==> config.mk <==
export PLATFORM = sky130hd
export DESIGN_NAME = alu_shift_sequencer
export DESIGN_NICKNAME = d
export VERILOG_FILES = /design/src/rtl/alu_shift_sequencer.sv
export SDC_FILE = /design/constraint.sdc
export NUM_CORES = 1
export LEC_CHECK = 0
export ABC_AREA = 1
export BUFFER_PORTS_ARGS = -buffer_cell sky130_fd_sc_hd__buf_2
export CAP_MARGIN = 5
export CORE_MARGIN = 3
export CORE_UTILIZATION = 45
export DETAILED_ROUTE_END_ITERATION = 8
export PLACE_DENSITY = 0.83
export SLEW_MARGIN = 20
export SYNTH_ARGS = -nofsm -noshare
export SYNTH_HDL_FRONTEND = slang
export SYNTH_SLANG_ARGS = --single-unit
==> constraint.sdc <==
create_clock -name CLK -period 1.31 [get_ports CLK]
set_input_delay 0 -clock CLK [delete_from_list [all_inputs] [get_ports CLK]]
set_output_delay 0 -clock CLK [all_outputs]
set_load 0.05 [all_outputs]
==> src/rtl/alu_shift_sequencer.sv <==
`default_nettype none
// ============================================================================
// Module   : alu_shift_sequencer
// Function : Multi-cycle N-bit shifter that drives one 1-bit shift through
//            the combinational ALU on each clock, feeding the result back.
// Revision : 1.0  initial release
// ============================================================================
module alu_shift_sequencer #(
    parameter int             W      = 8,
    parameter int             AW     = 4,
    parameter int             OPW    = 5,
    parameter logic [OPW-1:0] OP_LSH = 5'h01,
    parameter logic [OPW-1:0] OP_RSH = 5'h02,
    parameter logic [OPW-1:0] OP_NOP = 5'h00
) (
    input  logic           CLK,
    input  logic           RESET_N,
    // request from control unit
    input  logic           REQ_VALID,
    output logic           REQ_READY,
    input  logic [W-1:0]   REQ_DATA,
    input  logic [AW-1:0]  REQ_AMT,
    input  logic           REQ_DIR,
    input  logic           REQ_FILL,
    // ALU (responder)
    output logic [OPW-1:0] ALU_OP,
    output logic [W-1:0]   ALU_INPUTA,
    output logic [W-1:0]   ALU_INPUTB,
    output logic           ALU_SC_IN,
    input  logic [W-1:0]   ALU_OUT,
    input  logic           ALU_SC_OUT,
    // result to consumer
    output logic           RES_VALID,
    input  logic           RES_READY,
    output logic [W-1:0]   RES_DATA,
    output logic           RES_CARRY,
    output logic           RES_ZERO,
    output logic           BUSY
);

    typedef enum logic [1:0] {
        S_IDLE  = 2'd0,
        S_SHIFT = 2'd1,
        S_DONE  = 2'd2
    } state_t;

    state_t         state_q, state_d;
    logic [W-1:0]   acc_q, acc_d;
    logic [AW-1:0]  cnt_q, cnt_d;
    logic           dir_q, dir_d;
    logic           fill_q, fill_d;
    logic           carry_q, carry_d;
    logic           req_ready_q, req_ready_d;
    logic           res_valid_q, res_valid_d;
    logic           busy_q, busy_d;
    logic           zero_q, zero_d;
    logic           w_shifting;

    always_comb begin
        state_d = state_q;
        acc_d   = acc_q;
        cnt_d   = cnt_q;
        dir_d   = dir_q;
        fill_d  = fill_q;
        carry_d = carry_q;
        case (state_q)
            S_IDLE: begin
                if (REQ_VALID) begin
                    acc_d   = REQ_DATA;
                    cnt_d   = REQ_AMT;
                    dir_d   = REQ_DIR;
                    fill_d  = REQ_FILL;
                    carry_d = 1'b0;
                    state_d = (REQ_AMT != '0) ? S_SHIFT : S_DONE;
                end
            end
            S_SHIFT: begin
                acc_d   = ALU_OUT;
                carry_d = ALU_SC_OUT;
                cnt_d   = cnt_q - AW'(1);
                if (cnt_q == AW'(1)) begin
                    state_d = S_DONE;
                end
            end
            S_DONE: begin
                if (RES_READY) begin
                    state_d = S_IDLE;
                end
            end
            default: state_d = S_IDLE;
        endcase

        // Handshake/status outputs are registered from the next state.
        req_ready_d = (state_d == S_IDLE);
        res_valid_d = (state_d == S_DONE);
        busy_d      = (state_d != S_IDLE);
        zero_d      = (acc_d == '0);
    end

    always_ff @(posedge CLK) begin
        if (!RESET_N) begin
            state_q     <= S_IDLE;
            acc_q       <= '0;
            cnt_q       <= '0;
            dir_q       <= 1'b0;
            fill_q      <= 1'b0;
            carry_q     <= 1'b0;
            req_ready_q <= 1'b1;
            res_valid_q <= 1'b0;
            busy_q      <= 1'b0;
            zero_q      <= 1'b1;
        end else begin
            state_q     <= state_d;
            acc_q       <= acc_d;
            cnt_q       <= cnt_d;
            dir_q       <= dir_d;
            fill_q      <= fill_d;
            carry_q     <= carry_d;
            req_ready_q <= req_ready_d;
            res_valid_q <= res_valid_d;
            busy_q      <= busy_d;
            zero_q      <= zero_d;
        end
    end

    // The ALU is only engaged while stepping; otherwise it sees a quiet NOP.
    assign w_shifting = (state_q == S_SHIFT);
    assign ALU_OP     = w_shifting ? (dir_q ? OP_LSH : OP_RSH) : OP_NOP;
    assign ALU_INPUTA = w_shifting ? acc_q : '0;
    assign ALU_SC_IN  = w_shifting ? fill_q : 1'b0;
    assign ALU_INPUTB = '0;

    assign REQ_READY  = req_ready_q;
    assign RES_VALID  = res_valid_q;
    assign RES_DATA   = acc_q;
    assign RES_CARRY  = carry_q;
    assign RES_ZERO   = zero_q;
    assign BUSY       = busy_q;

endmodule
`default_nettype wire
==> out/qor.yml <==
clocking:
  htreeDepth: 1
  cts_root_buf: "clkbuf_4"
  cts_tree: "built"
  worstSkewPairLatency_ns: 0.31
  cts_buffers: 3
  cts.path.max_buffers: 2
  cts_sinks: 21
  clkTransAtPathRegs_ns: 0.13
power_and_ir_drop:
  ir_drop_mv: 0.787
  p_leak_nw: 0.968
  power_density_nw_per_um2: 1120
drt:
  dr.pass1.iters: 4
  drt_iter0_drc: 45
  via_per_inst: 4.60
  wl_per_cell_um: 11.5
  drcViolationCount: 0
  final_antenna_net_count: 0
  wl_um: 3450
  via_count: 1386
setup_path:
  startpoint_type: "flip-flop"
  cp-end-kind: "flip-flop"
  timing.reg2reg.setup_slack_ns: -0.02
  cp_max_fo: 7
  cp.arrival_ns: 1.55
  worstSetupPathType: "flip-flop to flip-flop"
  required_ns: 1.53
layout:
  diodes: 0
  final_layout_size_suffix_gt1_frac: 0.339
  final_nets: 301
  seq_area_um2: 428
  fill_cells: 214
  finish.utilization: 0.685
  syn_to_final_growth_pct: 39.1
  layoutNonFillerInstCount: 301
  multiInputGateArea_um2: 723
outcome:
  violations: "negative setup slack"
  status: "finished with violations"
global_routing:
  grt_max_degree: 16
  first_global_vias: 1207
  grt_use_total: 0.186
  grt-ovfl-total: 0
  antenna_found_initial: 0
  grt_pass1_wl_um: 5060
synthesis:
  synth_top_family_by_area: "simple AND/OR/NAND/NOR gates"
  ys_types: 22
  seq_area_frac_synth: 0.330
  yosys.area_share.simple: 0.392
  muxShareOfSynthArea: 0
  yosys_warnings: 0
  synth-seq-cells: 21
  synthAdderAreaFrac: 0.0196
  synthCells: 208
  syn-cell-area_um2: 1270
  synthXorXnorAreaFrac: 0.00687
  avgSynthCellArea_um2: 6.13
  synth_compound_area_frac: 0.0726
sta:
  grt_setup_unrepaired: "true"
  hold_viol: 0
  tightestPinTransition_ns: 0.584
  fmax_mhz: 753
  min_period_ns: 1.33
  period_share: 1.01
  setup_slack_ns: -0.0171
  maxSlewHeadroom: 0.610
  whs_ns: 0.0124
  finalSetupViolCount: 4
  skew_ns: 0.0102
  finalSetupTns_ns: -0.0395
  drv_slew: 0
floorplan:
  fp.coreArea_um2: 2590
  die_area_um2: 3510
  die_h_um: 59.2
  initial_utilization: 0.492
  rows: 18
  io_pins: 62
  die_w_um: 59.2
placed_design:
  dp_hpwl_um: 2350
  pre_cts_ws_ns: 0.0274
  portBuffers: 50
  gp_congestion: 0.817
  dp_cells: 290
run:
  drv_cap: 0
min_path:
  hold_path.class: "input pin to flip-flop"
==> area by class of cell <==
class                           count  share of cell area
Multi-Input combinational cell    152               0.408
Timing Repair Buffer               65               0.252
Sequential cell                    21               0.241
Inverter                           29              0.0628
Tap cell                           30              0.0212
Clock buffer                        4              0.0148
==> per-stage QoR <==
step	power, mW	cell area, um2
after global placement	1.57	1550
after floorplan	1.40	1320
after detailed placement	1.58	1550
final	1.99	1770
after CTS	1.94	1710
after global routing	2.11	1770
==> sequential cells by signal, indices dropped and copies added (netlist names) <==
name	flops
state_q	2
RES_ZERO	1
REQ_READY	1
RES_DATA	8
cnt_q	4
RES_VALID	1
BUSY	1
dir_q	1
fill_q	1
RES_CARRY	1
==> Yosys cell counts <==
| cell type | instances | area, um2 |
|---|---|---|
| nor3_2 | 1 | 10.0 |
| nand2_4 | 1 | 11.3 |
| o21ai_0 | 5 | 25.0 |
| nand2_1 | 59 | 221 |
| inv_2 | 3 | 11.3 |
| dfxtp_1 | 21 | 420 |
| ha_1 | 2 | 25.0 |
| nand3_1 | 7 | 35.0 |
| nor2_2 | 5 | 31.3 |
| o211ai_1 | 1 | 7.51 |
| clkbuf_1 | 2 | 7.51 |
| nand2_2 | 2 | 12.5 |
| buf_4 | 13 | 97.6 |
| o21ai_1 | 2 | 10.0 |
| conb_1 | 1 | 3.75 |
| inv_1 | 26 | 97.6 |
| nor2_1 | 43 | 161 |
| nor2_4 | 1 | 11.3 |
| nor3_1 | 1 | 5.00 |
| xor2_1 | 1 | 8.76 |
| a21oi_1 | 10 | 50.1 |
| buf_6 | 1 | 11.3 |
==> worst max-delay path, cell delays in order, from the launching register on <==
cell	delay, ns
dfxtp_4	0.38
buf_6	0.13
nor2_4	0.23
nand2_1	0.08
nor2_1	0.14
nor2_2	0.06
nand2_1	0.07
nor2_1	0.04
nand2_1	0.06
nand2_1	0.05
==> worst paths after layout <==
| path | start | to | cells past startpoint |
|---|---|---|---|
| setup / recovery | state_q[1] | RES_ZERO | 9 |
| hold / removal | ALU_OUT[0] | RES_DATA[0] | 5 |
| setup reg to reg | state_q[1] | RES_ZERO | 9 |
| hold reg to reg | fill_q | fill_q | 2 |
==> cell families (layout without fill, tap and decap cells) <==
kind of cell,Yosys count,count (layout)
AO/OA/AOI/OAI,18,18
XOR/XNOR,1,1
adder cells (fa/ha/maj),2,2
buffers and inverters,45,98
flip-flops,21,21
other,1,11
AND/OR/NAND/NOR,120,120
==> report_power, final <==
group	total (mW)	switching (mW)	internal [mW]
Combinational	0.913	0.628	0.284
Sequential	0.758	0.0491	0.709
Clock	0.323	0.204	0.119
Total	1.99	0.882	1.11
==> what timing repair did <==
action / 4_1_cts / 5_1_grt
endpoints found under the hold margin: 6 / 0
setup buffers: 3 / 0
pin swaps: 0 / 4
hold buffers: 4 / 0
endpoints found under the setup margin: 11 / 21
gates resized for setup: 26 / 18
==> per-layer routing <==
| layer | track usage | vias up | wire (um) |
|---|---|---|---|
| li1 | - | 727 | - |
| met1 | 0.239 | 606 | 1480 |
| met2 | 0.328 | 48 | 1720 |
| met3 | 0.0240 | 5 | 200 |
| met4 | 0.0453 | 0 | 46 |
| met5 | 0 | - | 0 |
==> placed cells by master (no fill, tap or decap) <==
| cell | Yosys | layout |
|---|---|---|
| ha_1 | 2 | 2 |
| nand2_1 | 59 | 59 |
| inv_1 | 26 | 25 |
| nor3_1 | 1 | 1 |
| nand2_8 | 0 | 1 |
| inv_4 | 0 | 1 |
| nor2_4 | 1 | 3 |
| dfxtp_4 | 0 | 2 |
| conb_1 | 1 | 11 |
| nand3_1 | 7 | 6 |
| inv_2 | 3 | 3 |
| buf_6 | 1 | 13 |
| nor2_1 | 43 | 32 |
| xor2_1 | 1 | 1 |
| a21oi_1 | 10 | 10 |
| clkbuf_1 | 2 | 1 |
| dlygate4sd3_1 | 0 | 4 |
| nor2_2 | 5 | 14 |
| o211ai_1 | 1 | 1 |
| o21ai_1 | 2 | 2 |
| dfxtp_1 | 21 | 19 |
| nand2_4 | 1 | 1 |
| buf_4 | 13 | 8 |
| o21ai_0 | 5 | 5 |
| nor3_2 | 1 | 1 |
| clkbuf_4 | 0 | 3 |
| nand2_2 | 2 | 1 |
| nand3_2 | 0 | 1 |
| buf_2 | 0 | 40 |
(Power assumes the default switching activity.)
